--- src/rtl/fpu_ieee_packer_if.sv ---
// fpu_ieee_packer_if
// Valid/ready bus between the FPU, the packer and the result collector.
//   in_valid/in_ready/data_in/status_in : FPU result side
//   out_valid/out_ready/ieee_out/flags_out : converted result side
//   count : output FIFO occupancy
// Modports: slave = packer view, master = driver/consumer view.
interface fpu_ieee_packer_if #(
    parameter int DEPTH = 4
);
    logic                     in_valid;
    logic                     in_ready;
    logic [31:0]              data_in;
    logic [3:0]               status_in;
    logic                     out_valid;
    logic                     out_ready;
    logic [31:0]              ieee_out;
    logic [4:0]               flags_out;
    logic [$clog2(DEPTH):0]   count;

    modport slave (
        input  in_valid, data_in, status_in, out_ready,
        output in_ready, out_valid, ieee_out, flags_out, count
    );

    modport master (
        output in_valid, data_in, status_in, out_ready,
        input  in_ready, out_valid, ieee_out, flags_out, count
    );
endinterface

--- src/rtl/fpu_ieee_packer.sv ---
// fpu_ieee_packer
// Converts FPU results (1 sign, 6-bit exponent bias 31, 25-bit fraction with
// hidden 1) to IEEE-754 single precision with round-to-nearest-even.
// Two-stage elastic pipeline (decode, round/pack) feeding an output FIFO.
// Ports:
//   clk   : rising-edge clock
//   reset : synchronous active-high reset
//   bus   : fpu_ieee_packer_if.slave (input handshake, output handshake,
//           ieee_out, flags_out {INVALID_STATUS,OVERFLOW,UNDERFLOW,INEXACT,ZERO},
//           count)
module fpu_ieee_packer #(
    parameter int DEPTH = 4
) (
    input  logic                clk,
    input  logic                reset,
    fpu_ieee_packer_if.slave    bus
);
    localparam int AW = $clog2(DEPTH);

    // S1: decoded input
    logic        s1_valid;
    logic        s1_sign;
    logic [5:0]  s1_exp;
    logic [24:0] s1_frac;
    logic        s1_zero;
    logic        s1_ovf;
    logic        s1_unf;
    logic        s1_inx_in;
    logic        s1_inv;

    // S2: packed result
    logic        s2_valid;
    logic [31:0] s2_data;
    logic [4:0]  s2_flags;

    // FIFO
    logic [31:0] mem_data  [DEPTH];
    logic [4:0]  mem_flags [DEPTH];
    logic [AW:0] wr_ptr;
    logic [AW:0] rd_ptr;
    logic        full;
    logic        empty;
    logic        push;
    logic        pop;
    logic        stall;

    assign empty = (wr_ptr == rd_ptr);
    assign full  = (wr_ptr[AW] != rd_ptr[AW]) && (wr_ptr[AW-1:0] == rd_ptr[AW-1:0]);

    assign bus.out_valid = !empty;
    assign bus.ieee_out  = mem_data[rd_ptr[AW-1:0]];
    assign bus.flags_out = mem_flags[rd_ptr[AW-1:0]];
    assign bus.count     = wr_ptr - rd_ptr;

    assign pop   = bus.out_valid && bus.out_ready;
    // A pop in the same cycle frees the slot S2 needs, so a full FIFO only
    // stalls when nothing leaves.
    assign stall = s2_valid && full && !pop;
    assign push  = s2_valid && !stall;
    assign bus.in_ready = !stall && !reset;

    // Round/pack from S1
    logic        round_up;
    logic [23:0] mant_sum;
    logic [7:0]  exp_base;
    logic [7:0]  exp_final;
    logic [31:0] pack_data;
    logic [4:0]  pack_flags;

    always_comb begin
        round_up   = s1_frac[1] && (s1_frac[0] || s1_frac[2]);
        mant_sum   = {1'b0, s1_frac[24:2]} + {23'b0, round_up};
        exp_base   = {2'b00, s1_exp} + 8'd96;
        // Mantissa carry-out leaves the fraction at zero and bumps the exponent;
        // largest result is 160, far from 255.
        exp_final  = exp_base + {7'b0, mant_sum[23]};
        pack_data  = {s1_sign, exp_final, mant_sum[22:0]};
        pack_flags = {s1_inv, 1'b0, s1_unf, s1_frac[1] | s1_frac[0] | s1_inx_in, 1'b0};
        if (s1_zero) begin
            pack_data  = {s1_sign, 31'b0};
            pack_flags = {s1_inv, 1'b0, s1_unf, (s1_frac != 25'd0) | s1_inx_in, 1'b1};
        end else if (s1_ovf) begin
            pack_data  = {s1_sign, 8'hFF, 23'b0};
            pack_flags = {s1_inv, 1'b1, s1_unf, 1'b1, 1'b0};
        end
    end

    always_ff @(posedge clk) begin
        if (reset) begin
            s1_valid  <= 1'b0;
            s1_sign   <= 1'b0;
            s1_exp    <= '0;
            s1_frac   <= '0;
            s1_zero   <= 1'b0;
            s1_ovf    <= 1'b0;
            s1_unf    <= 1'b0;
            s1_inx_in <= 1'b0;
            s1_inv    <= 1'b0;
            s2_valid  <= 1'b0;
            s2_data   <= '0;
            s2_flags  <= '0;
        end else if (!stall) begin
            s1_valid  <= bus.in_valid;
            s1_sign   <= bus.data_in[31];
            s1_exp    <= bus.data_in[30:25];
            s1_frac   <= bus.data_in[24:0];
            s1_zero   <= (bus.data_in[30:25] == 6'd0);
            s1_ovf    <= bus.status_in[2];
            s1_unf    <= bus.status_in[1];
            s1_inx_in <= bus.status_in[0];
            s1_inv    <= bus.status_in[3] && bus.status_in[0];
            s2_valid  <= s1_valid;
            s2_data   <= pack_data;
            s2_flags  <= pack_flags;
        end
    end

    always_ff @(posedge clk) begin
        if (reset) begin
            wr_ptr <= '0;
            rd_ptr <= '0;
            for (int i = 0; i < DEPTH; i++) begin
                mem_data[i]  <= '0;
                mem_flags[i] <= '0;
            end
        end else begin
            if (push) begin
                mem_data[wr_ptr[AW-1:0]]  <= s2_data;
                mem_flags[wr_ptr[AW-1:0]] <= s2_flags;
                wr_ptr <= wr_ptr + 1'b1;
            end
            if (pop) begin
                rd_ptr <= rd_ptr + 1'b1;
            end
        end
    end
endmodule
--- src/flat_wrapper.sv ---
// flat-port wrapper written by rule: the top's interface ports become plain ports
module fpu_ieee_packer_flat 
#(
    parameter int DEPTH = 4
)
  (clk, reset, bus_in_valid, bus_data_in, bus_status_in, bus_out_ready, bus_in_ready, bus_out_valid, bus_ieee_out, bus_flags_out, bus_count);
  fpu_ieee_packer_if #(.DEPTH(DEPTH)) bus_i ();
  input  logic clk;
  input  logic reset;
  input wire logic [$bits(bus_i.in_valid)-1:0] bus_in_valid;
  input wire logic [$bits(bus_i.data_in)-1:0] bus_data_in;
  input wire logic [$bits(bus_i.status_in)-1:0] bus_status_in;
  input wire logic [$bits(bus_i.out_ready)-1:0] bus_out_ready;
  output wire logic [$bits(bus_i.in_ready)-1:0] bus_in_ready;
  output wire logic [$bits(bus_i.out_valid)-1:0] bus_out_valid;
  output wire logic [$bits(bus_i.ieee_out)-1:0] bus_ieee_out;
  output wire logic [$bits(bus_i.flags_out)-1:0] bus_flags_out;
  output wire logic [$bits(bus_i.count)-1:0] bus_count;
  assign bus_i.in_valid = bus_in_valid;
  assign bus_i.data_in = bus_data_in;
  assign bus_i.status_in = bus_status_in;
  assign bus_i.out_ready = bus_out_ready;
  assign bus_in_ready = bus_i.in_ready;
  assign bus_out_valid = bus_i.out_valid;
  assign bus_ieee_out = bus_i.ieee_out;
  assign bus_flags_out = bus_i.flags_out;
  assign bus_count = bus_i.count;
  fpu_ieee_packer #(.DEPTH(DEPTH)) u_core (.clk(clk), .reset(reset), .bus(bus_i));
endmodule
--- config.mk ---
export PLATFORM = sky130hd
export DESIGN_NAME = fpu_ieee_packer_flat
export DESIGN_NICKNAME = d
export VERILOG_FILES = /design/src/rtl/fpu_ieee_packer_if.sv /design/src/rtl/fpu_ieee_packer.sv /design/src/flat_wrapper.sv
export SDC_FILE = /design/constraint.sdc
export NUM_CORES = 1
export LEC_CHECK = 0
export CAP_MARGIN = 0
export CORE_ASPECT_RATIO = 0.7
export CORE_MARGIN = 8
export CORE_UTILIZATION = 45
export DETAILED_ROUTE_END_ITERATION = 6
export SLEW_MARGIN = 30
export SYNTH_ARGS = -nofsm -noshare
export SYNTH_HDL_FRONTEND = slang
export SYNTH_SLANG_ARGS = --single-unit
export TNS_END_PERCENT = 5
--- constraint.sdc ---
create_clock -name clk -period 3.2 [get_ports clk]
set_input_delay 0.48 -clock clk [delete_from_list [all_inputs] [get_ports clk]]
set_output_delay 0.48 -clock clk [all_outputs]
set_load 0.03 [all_outputs]
== Word level (Yosys, flattened, before mapping) ==
Memories as Yosys holds them, arrays and structs flattened. A register that Yosys moved wholly into a read port is not among the register bits.
Index checks and enable logic that the tools add are counted.
W data, S select, Z words.
Cells by class
  equal/unequal tests: 3
  bitwise gates (word level): 3
  reduce and logical (&&, ||, !) cells: 17
  muxes and demuxes: 19
  add/subtract/negate cells: 6
Operator list (count)
  $mux W31: 2
  $mux W32: 1
  $reduce_or A32 Y1: 1
  $reduce_bool A25 Y1: 1
  $add A23 B1 Y24: 1
  $mux W2: 6
  $add A6 B7 Y8 const B: 1
  $add A8 B1 Y8: 1
  $logic_and A1 B1 Y1: 8
  $mux W4: 2
  $mux W1: 7
  $add A3 B1 Y3 const B: 2
  $logic_not A6 Y1: 1
  $mux W5: 1
  $reduce_or A5 Y1: 1
  $logic_not A1 Y1: 4
  $eq A3 B3 Y1: 1
  $or A1 B1 Y1: 3
  $sub A3 B3 Y3: 1
  $eq A2 B2 Y1: 1
  $logic_or A1 B1 Y1: 1
  $ne A1 B1 Y1: 1
Word-level totals
  logic and storage cells: 64
  input bits: 40
  output and inout bits: 42
  memories kept: 2
  register bits: 82
  memory bits (writable): 148
Memory list
  u_core.mem_data: depth 4, width 32, rd ports 1, clocked after memory_dff 1, wr ports 4, line fpu_ieee_packer.sv:37  | logic [31:0] mem_data [DEPTH];
  u_core.mem_flags: depth 4, width 5, rd ports 1, clocked after memory_dff 1, wr ports 4, line fpu_ieee_packer.sv:38  | logic [4:0] mem_flags [DEPTH];

== Logic depth before layout (Yosys ltp) ==
Gate-level depths: netlist of run 1.
  depth after elaboration: 12
  mapped depth: 11
  depth with buffers taken out: 11

== Worst setup path after synthesis of run 1 ==
Ideal clock, no wire load.
  kind: register to register
  start: register u_core.wr_ptr[0]
  end: memory u_core.mem_data[3][0], enable pin
  data required time: 2804 ps
  data arrival time: 2266 ps
  library setup time: 396 ps
  buffers on the path: 1
  slack: 538 ps
  stages on the path, launching flop included: 7
  cells stage by stage: dfxtp_1 -> inv_1 -> ha_1 -> and4b_1 -> nand2_1 -> clkbuf_1 -> a41o_1
RTL lines
  start, declared: line fpu_ieee_packer.sv:39  | logic [AW:0] wr_ptr;
  start signal, assigned: line fpu_ieee_packer.sv:130  | wr_ptr <= wr_ptr + 1'b1;
  end, declared: line fpu_ieee_packer.sv:37

== Worst setup path in the final report of run 1 ==
  start: register u_core.wr_ptr[0]
  end: output bus_count[2]
Between the ends
  word-level cells in the longest chain between the ends: 1
RTL lines
  $sub A3 B3 Y3: line fpu_ieee_packer.sv:53  | assign bus.count = wr_ptr - rd_ptr;
  end, declared: line flat_wrapper.sv:18  | output wire logic [$bits(bus_i.count)-1:0] bus_count;
No other way between the ends.

==> results of run 1 <==
-- where the power goes --
part	total [mW]	switching (mW)	internal, mW
logic	0.669	0.363	0.306
clock network	2.65	1.11	1.54
registers	3.39	0.0984	3.30
-- cell usage in the layout, fill, tap and decap left out, drive strengths merged, types with 3 or more instances in the layout --
master         Yosys  layout
nor3              12      12
nand3             18      18
ha                 8       8
nor2              21      21
dfxtp             84      84
o211ai             6       6
o21ai             27      27
buf                7      17
a21oi             46      46
inv                8       9
or3                4       4
and3               4       4
xor2               8       8
edfxtp           148     148
or2                4       4
nand4b             3       3
clkinv             0       4
nand2            124     124
or4                4       4
and2             149     149
xnor2             16      16
clkbuf            47      34
mux4              37      37
nand4              7       7
nor4              11      11
clkdlybuf4s50      0      80
-- cell type report --
cell class                 count  area (um2)  area share [%]
sequential                   232        6130            51.7
multi-input combinational    527        3650            30.8
timing repair buffer          97         938            7.92
clock buffer                  34         674            5.69
tap                          282         353            2.98
clock inverter                 8        71.3           0.602
inverter                       8        30.0           0.254
-- metrics by stage --
step	power, mW	cells
2_1_floorplan	3.83	821
3_5_place_dp	4.14	1146
4_1_cts	6.77	1188
5_1_grt	6.95	1188
3_3_place_gp	4.13	1146
6_report	6.71	1188
-- flip-flops by register name, summed over array words and instances, names as in the netlist, 3 cells and up, named ones only --
signal	flops
u_core.s2_data	32
u_core.mem_flags	20
u_core.rd_ptr	3
u_core.mem_data	128
u_core.s1_frac	25
u_core.s1_exp	6
u_core.s2_flags	5
u_core.wr_ptr	3
-- kinds of logic (layout without fill, tap and decap cells) --
kind of cell | count (synthesis) | after routing
xor+xnor | 24 | 24
fa+ha+maj | 9 | 9
mux | 38 | 38
buf+inv | 62 | 147
simple gates | 366 | 366
compound gates | 90 | 90
flops | 232 | 232
-- how the worst max path moves through the flow --
stage / start / to / slack [ns] / cells after the start
6_report: u_core.wr_ptr[0]$_SDFFE_PP0P_ / bus_count[2] / 0.17 / 5
3_3_place_gp: bus_out_ready / u_core.mem_data[1][10]$_SDFFCE_PN0P_ / 0.25 / 5
4_1_cts: register / bus_ieee_out[1] / 0.12 / 3
2_1_floorplan: u_core.wr_ptr[0]$_SDFFE_PP0P_ / u_core.mem_data[3][0]$_DFFE_PP_ / 0.54 / 6
3_5_place_dp: bus_out_ready / u_core.mem_data[0][9]$_SDFFCE_PN0P_ / 0.48 / 5
5_1_grt: register / bus_ieee_out[1] / 0.05 / 3
-- worst max-delay path: stages (launching register included) --
cell and delay [ns]:
dfxtp_1 0.39, inv_1 0.11, ha_1 0.21, fa_1 0.39
xnor2_1 0.24, clkdlybuf4s50_1 0.72
-- per-layer routing --
layer | routed length (um) | up-vias | global-route usage, %
li1 | - | 3057 | -
met1 | 11600 | 3175 | 25.3
met2 | 10100 | 181 | 26.4
met3 | 1580 | 27 | 4.64
met4 | 370 | 0 | 2.97
met5 | 0 | - | 0
==> impl_metrics.csv, run 1 <==
group,metric,value,unit
sta,drv_slew,0,
floorplan,die_w,194,um
synthesis,async_flop_share,0,%
worst_setup_path,crit_type,"register to primary output",
synthesis,yosys.area_share.adder,1.20,%
synthesis,syn_avg_cell_area,12.2,um2
routing,finalWirelength,23.7,mm
synthesis,synth_top_family_by_area,"simple AND/OR/NAND/NOR gates",
synthesis,yosysMostFrequentCell,"and2_1",
cells_and_area,nets,938,
cells_and_area,nFillCells,1855,
sta,worst_pin_slew,0.877,ns
synthesis,synthMuxAreaShare,8.44,%
place,io_buffers,81,
routing,dr.pass1.iters,4,
sta,final.setup_skew,0.0131,ns
synthesis,synth_warnings,0,
floorplan,fp.dieH,141,um
sta,finalCriticalPeriod,3.03,ns
synthesis,ys_top_cells_by_area,"edfxtp_1 44%, dfxtp_1 17%, and2_1 9.3%, mux4_2 8.3%, nand2_1 4.7%",
cells_and_area,n_antenna_cell,0,
sta,finalHoldViolCount,0,
cts,cts_max_level,1,
min_path,hold_end,"u_core.s1_valid$_SDFFE_PP0N_",
cts,cts_tree,"yes",
worst_setup_path,worst_ep_required_time,2.72,ns
worst_setup_path,worst_setup_path_end_kind,"primary output",
sta,whs,0.455,ns
grt,grt_usage,17.5,%
worst_setup_path,startpoint_type,"register",
synthesis,syn-cell-area,9990,um2
routing,vias_per_cell,5.42,
outcome,status,"complete, no violations",
grt,overflow,0,
synthesis,dominantRegCellSynth,"edfxtp_1",
place,place_ws,0.481,ns
routing,dr_total_vias,6440,
worst_setup_path,crit_fanout,4,
worst_setup_path,r2r_start,"u_core.s1_frac[2]$_SDFFE_PP0N_",
grt,grt_antenna_before_repair,0,
cts,clk_pin_slew,0.06,ns
min_path,min_from,"u_core.s1_valid$_SDFFE_PP0N_",
cts,holdBufCountCts,0,
floorplan,num_rows,45,
pwr,p_leak,4.29,nW
worst_setup_path,rr_endpoint,"u_core.s2_data[28]$_SDFFE_PP0N_",
floorplan,dieArea,27300,um2
cells_and_area,final_core_util,54.5,%
sta,fmax,0.330,GHz
synthesis,synth-seq-area-share,61.3,%
floorplan,io_pins,82,
synthesis,synthCells,821,
cts,clock-sinks,232,
job,cap_viol_max_count,0,
min_path,min_path_cells,2,
sta,slew_headroom,41.0,%
cts,cts_buffer_depth,3,
grt,first_global_vias,6640,
min_path,worstHoldPathType,"register to register",
cells_and_area,drive_above_1_share,11.0,%
cts,cts_repair_resize_count,0,
sta,finalWorstSetupSlack,0.166,ns
worst_setup_path,crit_arrival,2.55,ns
sta,final-setup-viol-count,0,
synthesis,ys_ff_latch,232,
cells_and_area,final_area,11800,um2
floorplan,core-area,21700,um2
cts,cts_buffers,23,
place,placed_area,11100,um2
synthesis,yosysTopAreaCell,"edfxtp_1",
pwr,ir_worst_vdd,0.000429,V
synthesis,synth_compound_gate_area_share,5.07,%
cts,cts-root-buf,"clkbuf_16",
worst_setup_path,rr_worst_depth,10,
cts,clkLatencyLatePin,0.51,ns
grt,grt_pass1_wl,37.8,mm
routing,first_iter_violations,474,
sta,fin_setup_tns,0,ns
place,place_hpwl,15.1,mm
sta,rsz0062_at_grt,"false",
routing,wl_per_cell,20.0,um
worst_setup_path,reg2reg_slack,0.61,ns
cts,cts_setup_buffers,0,
synthesis,synth-simple-area-share,19.3,%
sta,period_share,94.8,%
routing,ant_nets,0,
synthesis,synth_top_cell_area_share,44.5,%
cells_and_area,area_delta_synth_final,18.6,%
place,routabilityCongestion,0.865,
synthesis,synth_edf_count,148,
synthesis,synth_nets,870,
synthesis,synth_cell_type_count,45,
synthesis,yosys.area_share.xor_xnor,2.18,%
grt,grt_max_degree,60,
floorplan,start_util,46.0,%
pwr,power_density,567,nW/um2
routing,drc,0,
synthesis,ys_top_cells_by_count,"149 x and2_1, 148 x edfxtp_1, 124 x nand2_1",
Power figures use the tool's default switching activity.
==> run 2: changes to the inputs <==
--- a/config.mk
+++ b/config.mk
@@ -10,6 +10,7 @@
 export CORE_MARGIN = 8
 export CORE_UTILIZATION = 45
 export DETAILED_ROUTE_END_ITERATION = 6
+export GPL_ROUTABILITY_DRIVEN = 0
 export SLEW_MARGIN = 30
 export SYNTH_ARGS = -nofsm -noshare
 export SYNTH_HDL_FRONTEND = slang
==> constraint.sdc (replaced) <==
create_clock -name clk -period 3.2 [get_ports clk]
set_input_delay 0.8 -clock clk [delete_from_list [all_inputs] [get_ports clk]]
set_output_delay 0.8 -clock clk [all_outputs]
set_load 0.03 [all_outputs]
==> impl_metrics.csv, run 2 (synthesis gave the netlist of run 1 again) <==
group,metric,value,unit
cts,clk_pin_slew,0.06,ns
sta,period_share,92.8,%
cells_and_area,layout_commonest_cell,"and2_1",
sta,rsz0062_at_grt,"false",
routing,finalWirelength,23.7,mm
routing,dr_total_vias,6534,
min_path,min_path_cells,2,
worst_setup_path,reg2reg_slack,0.69,ns
cells_and_area,nets,947,
grt,first_global_vias,6598,
cts,cts_setup_buffers,0,
cts,cts_tree,"yes",
sta,final.setup_skew,0.0206,ns
floorplan,dieArea,27300,um2
cells_and_area,n_antenna_cell,0,
min_path,worstHoldPathType,"register to register",
sta,worst_pin_slew,0.625,ns
min_path,hold_end,"u_core.s1_inv$_SDFFE_PP0N_",
routing,wl_per_cell,19.8,um
cells_and_area,final_cell_mix,"149 x and2_1, 148 x edfxtp_1, 124 x nand2_1, 83 x dfxtp_1, 45 x a21oi_1",
worst_setup_path,startpoint_type,"register",
floorplan,num_rows,45,
cells_and_area,final_core_util,56.6,%
worst_setup_path,crit_type,"register to primary output",
grt,grt_usage,17.2,%
sta,finalHoldViolCount,0,
place,place_hpwl,15.1,mm
cells_and_area,area_delta_synth_final,23.2,%
floorplan,io_pins,82,
sta,finalWorstSetupSlack,0.229,ns
cts,cts_max_level,1,
job,cap_viol_max_count,0,
floorplan,core-area,21700,um2
place,io_buffers,81,
pwr,ir_worst_vdd,0.000400,V
cells_and_area,largest_register_ffs,128,
worst_setup_path,rr_worst_depth,10,
cts,cts_repair_resize_count,2,
grt,grt_max_degree,47,
routing,ant_nets,0,
cts,clock-sinks,232,
cts,cts-root-buf,"clkbuf_16",
sta,fin_setup_tns,0,ns
worst_setup_path,worst_setup_path_end_kind,"primary output",
worst_setup_path,r2r_start,"u_core.s1_frac[2]$_SDFFE_PP0N_",
routing,first_iter_violations,352,
cts,cts_buffers,24,
sta,slew_headroom,58.3,%
cells_and_area,drive_above_1_share,15.8,%
sta,whs,0.465,ns
cells_and_area,regMostFlops,"u_core.mem_data",
place,place_ws,0.0860,ns
grt,overflow,0,
sta,finalCriticalPeriod,2.97,ns
sta,fmax,0.337,GHz
worst_setup_path,crit_arrival,2.17,ns
routing,drc,0,
routing,vias_per_cell,5.46,
floorplan,die_w,194,um
cts,holdBufCountCts,0,
min_path,min_from,"u_core.s1_inv$_SDFFE_PP0N_",
worst_setup_path,worst_ep_required_time,2.40,ns
worst_setup_path,crit_fanout,4,
cts,clkLatencyLatePin,0.51,ns
sta,drv_slew,0,
floorplan,fp.dieH,141,um
worst_setup_path,rr_endpoint,"u_core.s2_data[28]$_SDFFE_PP0N_",
routing,dr.pass1.iters,5,
grt,grt_antenna_before_repair,0,
outcome,status,"complete, no violations",
cells_and_area,reg.largest.list,"u_core.mem_data: 128 flops, u_core.s2_data: 32 flops, u_core.s1_frac: 25 flops",
grt,grt_pass1_wl,37.4,mm
cts,cts_buffer_depth,3,
pwr,p_leak,4.58,nW
floorplan,start_util,46.0,%
pwr,power_density,569,nW/um2
sta,final-setup-viol-count,0,
## run 2: cell types whose count changed in the layout (fill, tap and decap cells not counted), moves of 3 or more
cell	before	now
clkdlybuf4s50_1	80	40
buf_4	15	24
clkbuf_8	5	2
or2_2	1	4
buf_12	1	37
or2_4	3	0
clkinv_2	0	4
## run 2: worst max-delay path, cell delays in order, from the launching register on
cell and delay, ns:
dfxtp_1 0.37, inv_1 0.11, ha_1 0.21, fa_1 0.37, xnor2_1 0.18, dlygate4sd2_1 0.42
## run 2: cell type report
type / count / area, um2
clock buffers: 33 / 676
clock inverters: 10 / 126
fillers: 1751 / 9430
inverters: 8 / 30.0
multi-input cells: 527 / 3630
flip-flops and latches: 232 / 6130
well taps: 282 / 353
repair buffers: 105 / 1360
## run 2: how the worst max path moves through the flow
stage	from	endpoint	cells past startpoint
after detailed placement	bus_out_ready	bus_in_ready	5
final	u_core.wr_ptr[0]$_SDFFE_PP0P_	bus_count[2]	5
after floorplan	bus_out_ready	u_core.mem_data[3][0]$_DFFE_PP_	4
after global placement	bus_out_ready	bus_in_ready	5
after global routing	u_core.wr_ptr[0]$_SDFFE_PP0P_	bus_count[2]	5
after CTS	u_core.wr_ptr[0]$_SDFFE_PP0P_	bus_count[1]	5
## run 2: through the flow
| step | cells | power (mW) | area, um2 |
|---|---|---|---|
| 2_1_floorplan | 821 | 3.83 | 9990 |
| 5_1_grt | 1197 | 7.25 | 12300 |
| 4_1_cts | 1197 | 7.07 | 12300 |
| 3_3_place_gp | 1154 | 4.26 | 11500 |
| 3_5_place_dp | 1154 | 4.28 | 11500 |
| 6_report | 1197 | 7.00 | 12300 |
## run 2: report_power, final
part	switching [mW]	internal [mW]	leakage, nW
Combinational	0.402	0.410	1.94
Sequential	0.0881	3.30	2.24
Clock	1.09	1.72	0.395
Total	1.58	5.42	4.58
## run 2: layer usage
metal,GRT usage [%],routed length [um],part of all wire [%],vias to the layer above
met3,3.33,1400,5.9,26
met5,0,0,0,-
met2,26.4,10500,44,185
met1,25.4,11500,49,3234
li1,-,-,-,3089
met4,2.97,291,1.2,0
==> run 3: changes to the inputs <==
--- a/config.mk
+++ b/config.mk
@@ -5,7 +5,7 @@
 export SDC_FILE = /design/constraint.sdc
 export NUM_CORES = 1
 export LEC_CHECK = 0
-export CAP_MARGIN = 0
+export CAP_MARGIN = 5
 export CORE_ASPECT_RATIO = 0.7
 export CORE_MARGIN = 8
 export CORE_UTILIZATION = 45
==> constraint.sdc (replaced) <==
create_clock -name clk -period 3.2 [get_ports clk]
set_input_delay 0.8 -clock clk [delete_from_list [all_inputs] [get_ports clk]]
set_output_delay 0.8 -clock clk [all_outputs]
set_load 0.02 [all_outputs]
==> impl_metrics.csv, run 3 (synthesis gave the netlist of run 1 again) <==
group,metric,value,unit
outcome,status,"complete, no violations",
cells_and_area,largest_register_ffs,128,
cells_and_area,area_delta_synth_final,20.6,%
cts,clkLatencyLatePin,0.51,ns
sta,final.setup_skew,0.00864,ns
sta,worst_pin_slew,0.486,ns
grt,overflow,0,
floorplan,dieArea,27300,um2
cts,cts_setup_buffers,0,
worst_setup_path,cp_num_buf_inv,2,
cells_and_area,layout_commonest_cell,"and2_1",
floorplan,core-area,21700,um2
sta,final-setup-viol-count,0,
job,cap_viol_max_count,0,
routing,ant_nets,0,
worst_setup_path,worst_setup_path_end_kind,"primary output",
cells_and_area,drive_above_1_share,12.0,%
cells_and_area,final_area,12000,um2
worst_setup_path,worst_ep_required_time,2.40,ns
cts,cts_buffer_depth,3,
min_path,worstHoldPathType,"register to register",
routing,dr.pass1.iters,5,
worst_setup_path,critPathMaxStageDelay,0.60,ns
pwr,p_leak,4.43,nW
routing,finalWirelength,23.6,mm
floorplan,die_w,194,um
sta,drv_slew,0,
sta,rsz0062_at_grt,"true",
worst_setup_path,crit_chain,"buf_12 > mux4_2 > clkdlybuf4s50_1",
worst_setup_path,startpoint_type,"register",
floorplan,start_util,46.0,%
grt,grt_usage,17.3,%
cts,clk_pin_slew,0.06,ns
pwr,power_density,574,nW/um2
cts,cts-root-buf,"clkbuf_16",
cts,clock-sinks,232,
worst_setup_path,crit_arrival,2.35,ns
cells_and_area,reg.largest.list,"u_core.mem_data: 128 flops, u_core.s2_data: 32 flops, u_core.s1_frac: 25 flops",
routing,first_iter_violations,464,
cells_and_area,regMostFlops,"u_core.mem_data",
floorplan,fp.dieH,141,um
sta,finalHoldViolCount,0,
place,placed_area,11200,um2
place,place_hpwl,14.9,mm
sta,finalCriticalPeriod,3.15,ns
cts,cts_max_level,1,
grt,grt_antenna_before_repair,1,
cells_and_area,final_cell_mix,"149 x and2_1, 148 x edfxtp_1, 124 x nand2_1, 83 x dfxtp_1, 77 x clkdlybuf4s50_1",
routing,vias_per_cell,5.41,
pwr,ir_worst_vdd,0.000301,V
routing,dr_total_vias,6466,
cts,cts_buffers,24,
sta,fmax,0.318,GHz
sta,period_share,98.3,%
worst_setup_path,slowest_stage,"mux4_2",
worst_setup_path,crit_fanout,37,
grt,grt_max_degree,47,
grt,grt_pass1_wl,37.6,mm
routing,drc,0,
worst_setup_path,reg2reg_slack,0.72,ns
cells_and_area,n_antenna_cell,0,
floorplan,num_rows,45,
place,io_buffers,81,
routing,wl_per_cell,19.7,um
grt,first_global_vias,6585,
worst_setup_path,path_delay_family,"buffers and inverters",
sta,slew_headroom,67.4,%
floorplan,io_pins,82,
sta,whs,0.453,ns
cts,cts_tree,"yes",
worst_setup_path,crit_type,"register to primary output",
cells_and_area,nets,944,
[run 3: path summary, 6_finish.rpt]
path | depth (start not counted) | endpoint | start
hold reg to reg | 2 | u_core.s1_unf$_SDFFE_PP0N_ | u_core.s1_unf$_SDFFE_PP0N_
hold / removal | 2 | u_core.s1_unf$_SDFFE_PP0N_ | u_core.s1_unf$_SDFFE_PP0N_
setup / recovery | 3 | bus_ieee_out[0] | register
setup reg to reg | 10 | u_core.s2_data[28]$_SDFFE_PP0N_ | u_core.s1_frac[2]$_SDFFE_PP0N_
[run 3: area by class of cell]
cell class,instances,area (um2)
Clock buffer,39,823
Sequential cell,232,6130
Multi-Input combinational cell,527,3630
Fill cell,1780,9690
Inverter,8,30.0
Tap cell,282,353
Timing Repair Buffer,102,1040
Clock inverter,5,31.3
[run 3: layer usage]
layer  vias to the layer above  part of all wire [%]  global-route usage (%)
met5                         -                     0                       0
met4                         0                   1.3                    3.45
li1                       3066                     -                       -
met1                      3181                    48                    25.2
met2                       187                    44                    26.5
met3                        32                   6.5                    3.69
[run 3: per-stage QoR]
stage	utilization, %	total power, mW	std cells	setup TNS, ns	setup slack [ns]
floorplan	-	3.78	821	0	0.499
global placement	51.5	4.08	1151	0	0.122
detailed placement	51.5	4.10	1151	0	0.132
CTS	55.4	6.97	1195	0	0.0107
global route	55.4	7.15	1195	-0.0982	-0.0285
finish	55.4	6.91	1195	0	0.0544
[run 3: report_power, final]
part	total, mW	internal (mW)	switching, mW
Sequential	3.38	3.30	0.0868
Combinational	0.640	0.315	0.325
Clock	2.89	1.77	1.13
[run 3: worst register-to-register path: stages (launching register included)]
cell and delay, ns:
dfxtp_1 0.38, o21a_1 0.13, ha_1 0.18, nand3_2 0.21
nor3_1 0.29, and3_1 0.25, ha_1 0.22, nand2_1 0.09
or3_1 0.35, a21oi_1 0.17, o21ai_0 0.08
[run 3: what timing repair did]
| item | 4_1_cts | 5_1_grt |
|---|---|---|
| hold buffers | 0 | 0 |
| resized for setup | 1 | 2 |
| pin swaps | 0 | 0 |
| setup endpoints to repair | 1 | 8 |
